### src/rtl/surf_dna_pkg.sv
// Shared types and constants for the DNA_PORTE2 read sequencer.
//   dna_state_t      : sequencer FSM states
//   DNA_BITS_DEFAULT : number of DNA bits the primitive shifts out
package surf_dna_pkg;

   localparam int DNA_BITS_DEFAULT = 96;

   typedef enum logic [2:0] {
      IDLE   = 3'd0,
      LOAD   = 3'd1,
      SETTLE = 3'd2,
      SHIFT  = 3'd3,
      DONE   = 3'd4
   } dna_state_t;

endpackage

### src/rtl/surf_dna_seq.sv
// Sequencer/arbiter for the DNA_PORTE2 device-DNA primitive.
// Reads the full DNA after reset (AUTOLOAD) or on reload_i and holds it in dna_o.
// Optionally shares the primitive with the bit-bang DNA register path.
//
// Build option: define SURF_DNA_BITBANG_EN to enable bit-bang arbitration.
// Without it bb_gnt_o stays 0 and the bb_* inputs are ignored.
//
// Ports (clock wb_clk_i, async active-low reset wb_rst_n_i):
//   reload_i     in   request a fresh DNA read (single cycle)
//   busy_o       out  sequencer owns the primitive
//   valid_o      out  dna_o holds a complete read
//   dna_o        out  captured DNA, bit i = i-th bit shifted out
//   bb_req_i     in   bit-bang requester wants the primitive
//   bb_read_i    in   bit-bang READ, forwarded while granted
//   bb_shift_i   in   bit-bang SHIFT, forwarded while granted
//   bb_gnt_o     out  bit-bang path granted
//   dna_read_o   out  DNA_PORTE2 READ
//   dna_shift_o  out  DNA_PORTE2 SHIFT
//   dna_dout_i   in   DNA_PORTE2 DOUT
//
// state  | meaning
// IDLE   | primitive free; bit-bang may hold it
// LOAD   | READ pulse, parallel-load DNA into the primitive
// SETTLE | one quiet cycle before shifting
// SHIFT  | sample DOUT then pulse SHIFT, once per SHIFT_DIV+1 cycles
// DONE   | publish the shadow register to dna_o
module surf_dna_seq
   import surf_dna_pkg::*;
#(
   parameter int DNA_BITS  = DNA_BITS_DEFAULT,
   parameter int SHIFT_DIV = 1,
   parameter bit AUTOLOAD  = 1'b1
) (
   input  logic                wb_clk_i,
   input  logic                wb_rst_n_i,
   input  logic                reload_i,
   output logic                busy_o,
   output logic                valid_o,
   output logic [DNA_BITS-1:0] dna_o,
   input  logic                bb_req_i,
   input  logic                bb_read_i,
   input  logic                bb_shift_i,
   output logic                bb_gnt_o,
   output logic                dna_read_o,
   output logic                dna_shift_o,
   input  logic                dna_dout_i
);

   localparam int CNT_W = $clog2(DNA_BITS + 1);
   localparam int DIV_W = (SHIFT_DIV < 1) ? 1 : $clog2(SHIFT_DIV + 1);
   localparam logic [CNT_W-1:0] LAST_BIT = CNT_W'(DNA_BITS - 1);
   localparam logic [DIV_W-1:0] DIV_LOAD = DIV_W'(SHIFT_DIV);

   dna_state_t          state_q, state_d;
   logic [CNT_W-1:0]    bit_q, bit_d;
   logic [DIV_W-1:0]    div_q, div_d;
   logic [DNA_BITS-1:0] shadow_q, shadow_d;
   logic                start_q;
   logic                pending_q, pending_d;
   logic                gnt_d, read_d, shift_d;
   logic                seq_req;
   logic                bb_req, bb_read, bb_shift;

`ifdef SURF_DNA_BITBANG_EN
   assign bb_req   = bb_req_i;
   assign bb_read  = bb_read_i;
   assign bb_shift = bb_shift_i;
`else
   logic bb_unused;
   assign bb_unused = ^{bb_req_i, bb_read_i, bb_shift_i};
   assign bb_req    = 1'b0;
   assign bb_read   = 1'b0;
   assign bb_shift  = 1'b0;
`endif

   always_comb begin
      state_d   = state_q;
      bit_d     = bit_q;
      div_d     = div_q;
      shadow_d  = shadow_q;
      pending_d = pending_q;
      gnt_d     = 1'b0;
      shift_d   = 1'b0;
      seq_req   = pending_q | reload_i | start_q;

      // A request that arrives while the primitive is taken is remembered;
      // several of them collapse into one follow-up read.
      if (reload_i && state_q != IDLE) begin
         pending_d = 1'b1;
      end

      unique case (state_q)
         IDLE: begin
            if (bb_gnt_o) begin
               gnt_d = bb_req;
               if (reload_i) begin
                  pending_d = 1'b1;
               end
            end else if (seq_req) begin
               state_d   = LOAD;
               pending_d = 1'b0;
            end else begin
               gnt_d = bb_req;
            end
         end
         LOAD: begin
            bit_d   = '0;
            state_d = SETTLE;
         end
         SETTLE: begin
            state_d = SHIFT;
            div_d   = DIV_LOAD;
            shift_d = 1'b1;
         end
         SHIFT: begin
            // DOUT is sampled on the same edge the SHIFT pulse advances the
            // primitive, so the value captured is the bit before the shift.
            if (div_q == DIV_LOAD) begin
               shadow_d[bit_q] = dna_dout_i;
            end
            if (div_q == '0) begin
               if (bit_q == LAST_BIT) begin
                  state_d = DONE;
               end else begin
                  bit_d   = bit_q + CNT_W'(1);
                  div_d   = DIV_LOAD;
                  shift_d = 1'b1;
               end
            end else begin
               div_d = div_q - DIV_W'(1);
            end
         end
         DONE: begin
            state_d = IDLE;
         end
         default: begin
            state_d = IDLE;
         end
      endcase

      read_d  = (state_d == LOAD) | (gnt_d & bb_read);
      shift_d = shift_d | (gnt_d & bb_shift);
   end

   always_ff @(posedge wb_clk_i or negedge wb_rst_n_i) begin
      if (!wb_rst_n_i) begin
         state_q     <= IDLE;
         bit_q       <= '0;
         div_q       <= '0;
         shadow_q    <= '0;
         start_q     <= AUTOLOAD;
         pending_q   <= 1'b0;
         busy_o      <= 1'b0;
         valid_o     <= 1'b0;
         dna_o       <= '0;
         bb_gnt_o    <= 1'b0;
         dna_read_o  <= 1'b0;
         dna_shift_o <= 1'b0;
      end else begin
         state_q     <= state_d;
         bit_q       <= bit_d;
         div_q       <= div_d;
         shadow_q    <= shadow_d;
         start_q     <= 1'b0;
         pending_q   <= pending_d;
         busy_o      <= (state_d != IDLE);
         bb_gnt_o    <= gnt_d;
         dna_read_o  <= read_d;
         dna_shift_o <= shift_d;
         if (state_d == LOAD) begin
            valid_o <= 1'b0;
         end else if (state_d == DONE) begin
            valid_o <= 1'b1;
         end
         // shadow_d includes the final bit when SHIFT_DIV is 0
         if (state_d == DONE) begin
            dna_o <= shadow_d;
         end
      end
   end

endmodule

### config.mk
export PLATFORM = sky130hd
export DESIGN_NAME = surf_dna_seq
export DESIGN_NICKNAME = d
export VERILOG_FILES = /design/src/rtl/surf_dna_pkg.sv /design/src/rtl/surf_dna_seq.sv
export SDC_FILE = /design/constraint.sdc
export NUM_CORES = 1
export LEC_CHECK = 0
export CORE_MARGIN = 2
export CORE_UTILIZATION = 43
export DETAILED_ROUTE_END_ITERATION = 12
export GPL_ROUTABILITY_DRIVEN = 0
export SKIP_LAST_GASP = 1
export SYNTH_ARGS = -nofsm -noshare
export SYNTH_HDL_FRONTEND = slang
export SYNTH_SLANG_ARGS = --single-unit
export TNS_END_PERCENT = 1
### constraint.sdc
create_clock -name wb_clk_i -period 3.75 [get_ports wb_clk_i]
set_input_delay 0.375 -clock wb_clk_i [delete_from_list [all_inputs] [get_ports wb_clk_i]]
set_output_delay 0.375 -clock wb_clk_i [all_outputs]
set_load 0.05 [all_outputs]
# Word-level counts from Yosys, hierarchy flattened

Cells that the tools add are included.
W data, S select, Z words.

Add/sub/neg operators: 2
Order comparisons: 2
Eq/ne operators: 8
Muxes and demuxes: 22
Bitwise operators: 2
Reductions and logical operators: 9

Operators by type and width:

| cell                  | number |
|---|---|
| $mux W96              | 2 |
| $bwmux W96            | 1 |
| $mux W7               | 2 |
| $pmux W7 S2           | 1 |
| $pmux W3 S4           | 1 |
| $mux W1               | 9 |
| $mux W3               | 3 |
| $lt A7 B8 Y1 const B  | 1 |
| $add A7 B1 Y7 const B | 1 |
| $demux W1 S7          | 1 |
| $eq A7 B7 Y1 const B  | 1 |
| $ge A7 B1 Y1 const B  | 1 |
| $eq A3 B1 Y1 const B  | 2 |
| $eq A3 B2 Y1 const B  | 2 |
| $reduce_bool A2 Y1    | 3 |
| $reduce_bool A3 Y1    | 2 |
| $ne A2 B2 Y1 const B  | 2 |
| $pmux W1 S2           | 2 |
| $eq A3 B3 Y1 const B  | 1 |
| $logic_not A3 Y1      | 1 |
| $reduce_and A3 Y1     | 1 |
| $logic_and A1 B1 Y1   | 2 |
| $or A1 B1 Y1          | 2 |
| $sub A1 B1 Y1 const B | 1 |

Register bits after elaboration: 209
Input port bits: 7
Output and inout port bits: 101
Word-level logic and storage cells: 56

# Longest topological paths before layout

Word-level depth: 7
Mapped depth: 8
Gate-level depth less buffers: 5

# Worst setup path after synthesis

OpenSTA, ideal clock, no wires.

Path kind: register -> register
From: register bit_q[5]
To: register dna_o[71]
Setup time: 125 ps
Data arrival time: 1629 ps
Required time: 3625 ps
Slack: 1996 ps
Stages on the path, launching flop included: 7
Path buffers: 3
Clock period less this slack: 1754 ps
Cells stage by stage: dfrtp_1 > buf_4 > nand4b_1 > nor4b_2 > buf_4 > buf_6 > mux2_2

Cells in the longest elaborated chain, start to end: 7
Elaborated cells on any way between the ends: 13
Those cells by class: order compare (2); eq/ne (2); mux (8); reduce/logical (1)

Ends and longest elaborated chain:

| item                                                               | line                | RTL |
|---|---|---|
| from (decl)                                                        | surf_dna_seq.sv:55  | `logic [CNT_W-1:0] bit_q, bit_d;` |
| from (signal assigned)                                             | surf_dna_seq.sv:161 | `bit_q <= bit_d;` |
| $lt A7 B8 Y1 (implied by the code) or $ge A7 B1 Y1 (tied branches) | surf_dna_seq.sv:119 | `shadow_d[bit_q] = dna_dout_i;` |
| $logic_and A1 B1 Y1 (implied by the code)                          | surf_dna_seq.sv:119 |  |
| $mux W1 (implied by the code)                                      | surf_dna_seq.sv:119 |  |
| $demux W1 S7                                                       | surf_dna_seq.sv:119 |  |
| $bwmux W96                                                         | surf_dna_seq.sv:119 |  |
| $mux W96                                                           | surf_dna_seq.sv:118 | `if (div_q == DIV_LOAD) begin` |
| $mux W96                                                           | surf_dna_seq.sv:92  | `unique case (state_q)` |
| to (signal assigned)                                               | surf_dna_seq.sv:177 | `dna_o <= shadow_d;` |
| to (decl)                                                          | surf_dna_seq.sv:39  | `output logic [DNA_BITS-1:0] dna_o,` |

Parallel ways exist; a longest one is shown, timed or not.
A chain may end at the register's enable or synchronous reset.

# Worst setup path after layout

From: register bit_q[1]
To: register dna_o[36]

The elaborated chain is that of the path after synthesis.

==> metrics.cfg <==
[run_status]
status=finished, violations left
violations=negative hold slack

[floorplan]
rows=49
die_area_sq_um=19800
fp.dieW_um=141
die_h_um=141
ios=108
coreArea_sq_um=18100
start_util=0.442

[clock_network]
htree_num_levels=1
cts_buffers=22
clk_latency_ns=0.51
numClockSinks=209
cts_buffer_depth=3
postCtsSetupRepairBufs=0
clockRootBuffer=clkbuf_16
cts_hold_buffers=0
path_clk_slew_ns=0.06
cts_tree=built
ctsResizeCount=0

[cells_and_area]
fin_cells=1036
stdcell_area_sq_um=9810
final_cell_mix=dfrtp_1 (208), o21ai_0 (196), clkdlybuf4s50_1 (102)
final_nets=800
area_delta_synth_final_pct=22.4
multi_input_area_sq_um=2450
fillerInstances=1555
drive_above_1_share=0.100
n_antenna_cell=0
layout_commonest_cell=dfrtp_1
regArea_sq_um=5230

[sta]
max_freq_ghz=0.375
final.min_clock_period_ns=2.67
setup_tns_ns=0
slew_headroom=0.323
final-hold-violation-count=32
setup_ws_ns=1.08
slew_viol_final=0
finClkSkew_ns=0.0182
period_share=0.712
rsz0062_at_grt=no
setup_viol=0
hold_ws_ns=-0.0440
worst_pin_slew_ns=1.01

[power_and_ir_drop]
power_frac_clock=0.481
power_leakage_nw=3.97
sw_frac_of_total=0.205
combPwrFrac=0.016
ir_drop_uv=282
p_seq_frac=0.504
powerDensity_nw_per_um2=460
power.net_switching_mw=0.925
fin_total_pwr_mw=4.51
intPower_mw=3.59

[grt]
first_global_vias=5674
gr-total-overflow=0
grt_first_pass_wirelength_um=31300
antenna_found_initial=0
grt_max_degree=107
grt.total_usage=0.199

[setup_path]
slowest_delay_ns=0.77
arrival_ns=3.08
endpoint_kind=flop
endpoint=dna_o[36]
start_kind=flop
crit_type=reg2reg
cp.required_ns=4.16
worstPathMaxFanout=104
r2r-end=dna_o[36]
path_cells=ha_1, nand4b_1, nor4b_4, buf_4, nor2_1, a21oi_1
r2r_setup_slack_ns=1.08
startpoint=bit_q[1]
r2r_cells=6
r2r_start=bit_q[1]
cpMaxStageDelayCell=buf_4

[routing]
vias=5749
final_antenna_net_count=0
avgRoutedWirePerCell_um=18.8
vias_per_cell=5.55
drtIter0Drc=448
dr.pass1.iters=5
drc_errors=0
drt_wl_total_um=19500

[synthesis]
async_flop_share=1.00
ys_seq_area_frac=0.653
syn_area_sq_um=8020
ys.flop_type=dfrtp_1
yosys_warnings=0
yosysUniqueCellTypes=39
synth_edf_count=0
syn_inst=713
syn_avg_cell_area_sq_um=11.2
ys_ff_latch=209

[placement]
pre_cts_slack_ns=1.18
dp_cells=997
port_buffers=103
dp_hpwl_um=12100
place_area_sq_um=9070

[job]
drv_cap=0

[min_path]
hp-class=in2async

[registers in the layout, summed over array words and instances (netlist names)]
register	count
bit_q	7
dna_shift_o	1
pending_q	1
start_q	1
dna_o	96
busy_o	1
shadow_q	96
div_q	1
dna_read_o	1
valid_o	1
state_q	3
[kinds of logic after synthesis]
| logic type | after synthesis | share of synthesized area |
|---|---|---|
| compound gates | 276 | 0.175 |
| fa+ha+maj | 1 | 0.00156 |
| buf+inv | 60 | 0.0429 |
| flops | 209 | 0.653 |
| mux | 32 | 0.0450 |
| other cells | 1 | 0.000468 |
| simple gates | 134 | 0.0826 |
[worst min-delay path by stage]
stage                      endpoint          from  cells past startpoint
after floorplan            bit_q[0]    wb_rst_n_i                      0
final                     dna_o[78]    wb_rst_n_i                      1
after global placement    dna_o[64]  shadow_q[64]                      1
after CTS                 dna_o[84]    wb_rst_n_i                      1
after detailed placement  dna_o[64]  shadow_q[64]                      1
after global routing      dna_o[78]    wb_rst_n_i                      1
[synthesized netlist by cell type, types with 2 or more instances]
cell type  instances  area share
buf_6              6      0.0084
o211ai_1           2      0.0019
nand2_1            8      0.0037
and4b_1            2      0.0025
buf_2             12      0.0075
nand4b_1           5      0.0055
dfrtp_1          208        0.65
or2_0              3      0.0023
o31ai_1            3      0.0028
or3b_1             2      0.0022
buf_4             11       0.010
o21ai_1            4      0.0025
nand3b_1           3      0.0028
nand3_1           11      0.0069
or2_2              4      0.0031
nand4_1            7      0.0055
nor2b_1            5      0.0039
nor2_1            73       0.034
clkbuf_1          24       0.011
o21ai_0          196        0.12
or4_1              2      0.0019
mux2_2            32       0.045
or3_1              4      0.0031
a21oi_1           68       0.042
inv_1              4      0.0019
[critical path: cells and delay by family (launching register included)]
kind / cells / cell delay [ns]
flip-flops: 1 / 0.51
buffers and inverters: 1 / 0.77
AO/OA/AOI/OAI: 1 / 0.21
adder cells (fa/ha/maj): 1 / 0.26
AND/OR/NAND/NOR: 3 / 0.72
[power groups by stage]
stage / clock network [mW] / registers, mW / logic, mW
final: 2.17 / 2.27 / 0.0713
after global routing: 2.30 / 2.27 / 0.0843
after CTS: 2.20 / 2.27 / 0.0747
after detailed placement: 0 / 2.31 / 0.0745
after global placement: 0 / 2.31 / 0.0711
after floorplan: 0 / 2.31 / 0.0157
[metal layers]
metal | global-route usage | part of all wire
met2 | 0.334 | 0.49
met5 | 0 | 0
met3 | 0.0291 | 0.050
met4 | 0.0479 | 0.015
met1 | 0.276 | 0.45
[metrics by stage]
step	hold slack, ns	utilization
finish	-0.0440	0.541
detailed placement	0.495	0.500
global route	0.0334	0.541
floorplan	0.0794	-
global placement	0.489	0.500
CTS	0.00803	0.541
[cell type report]
| type | instances | share of cell area |
|---|---|---|
| well taps | 229 | 0.0292 |
| inverters | 4 | 0.00153 |
| multi-input cells | 445 | 0.250 |
| repair buffers | 110 | 0.111 |
| flip-flops and latches | 209 | 0.533 |
| clock inverters | 4 | 0.00574 |
| clock buffers | 35 | 0.0693 |
Note: power is estimated with default switching activity, not from simulation.
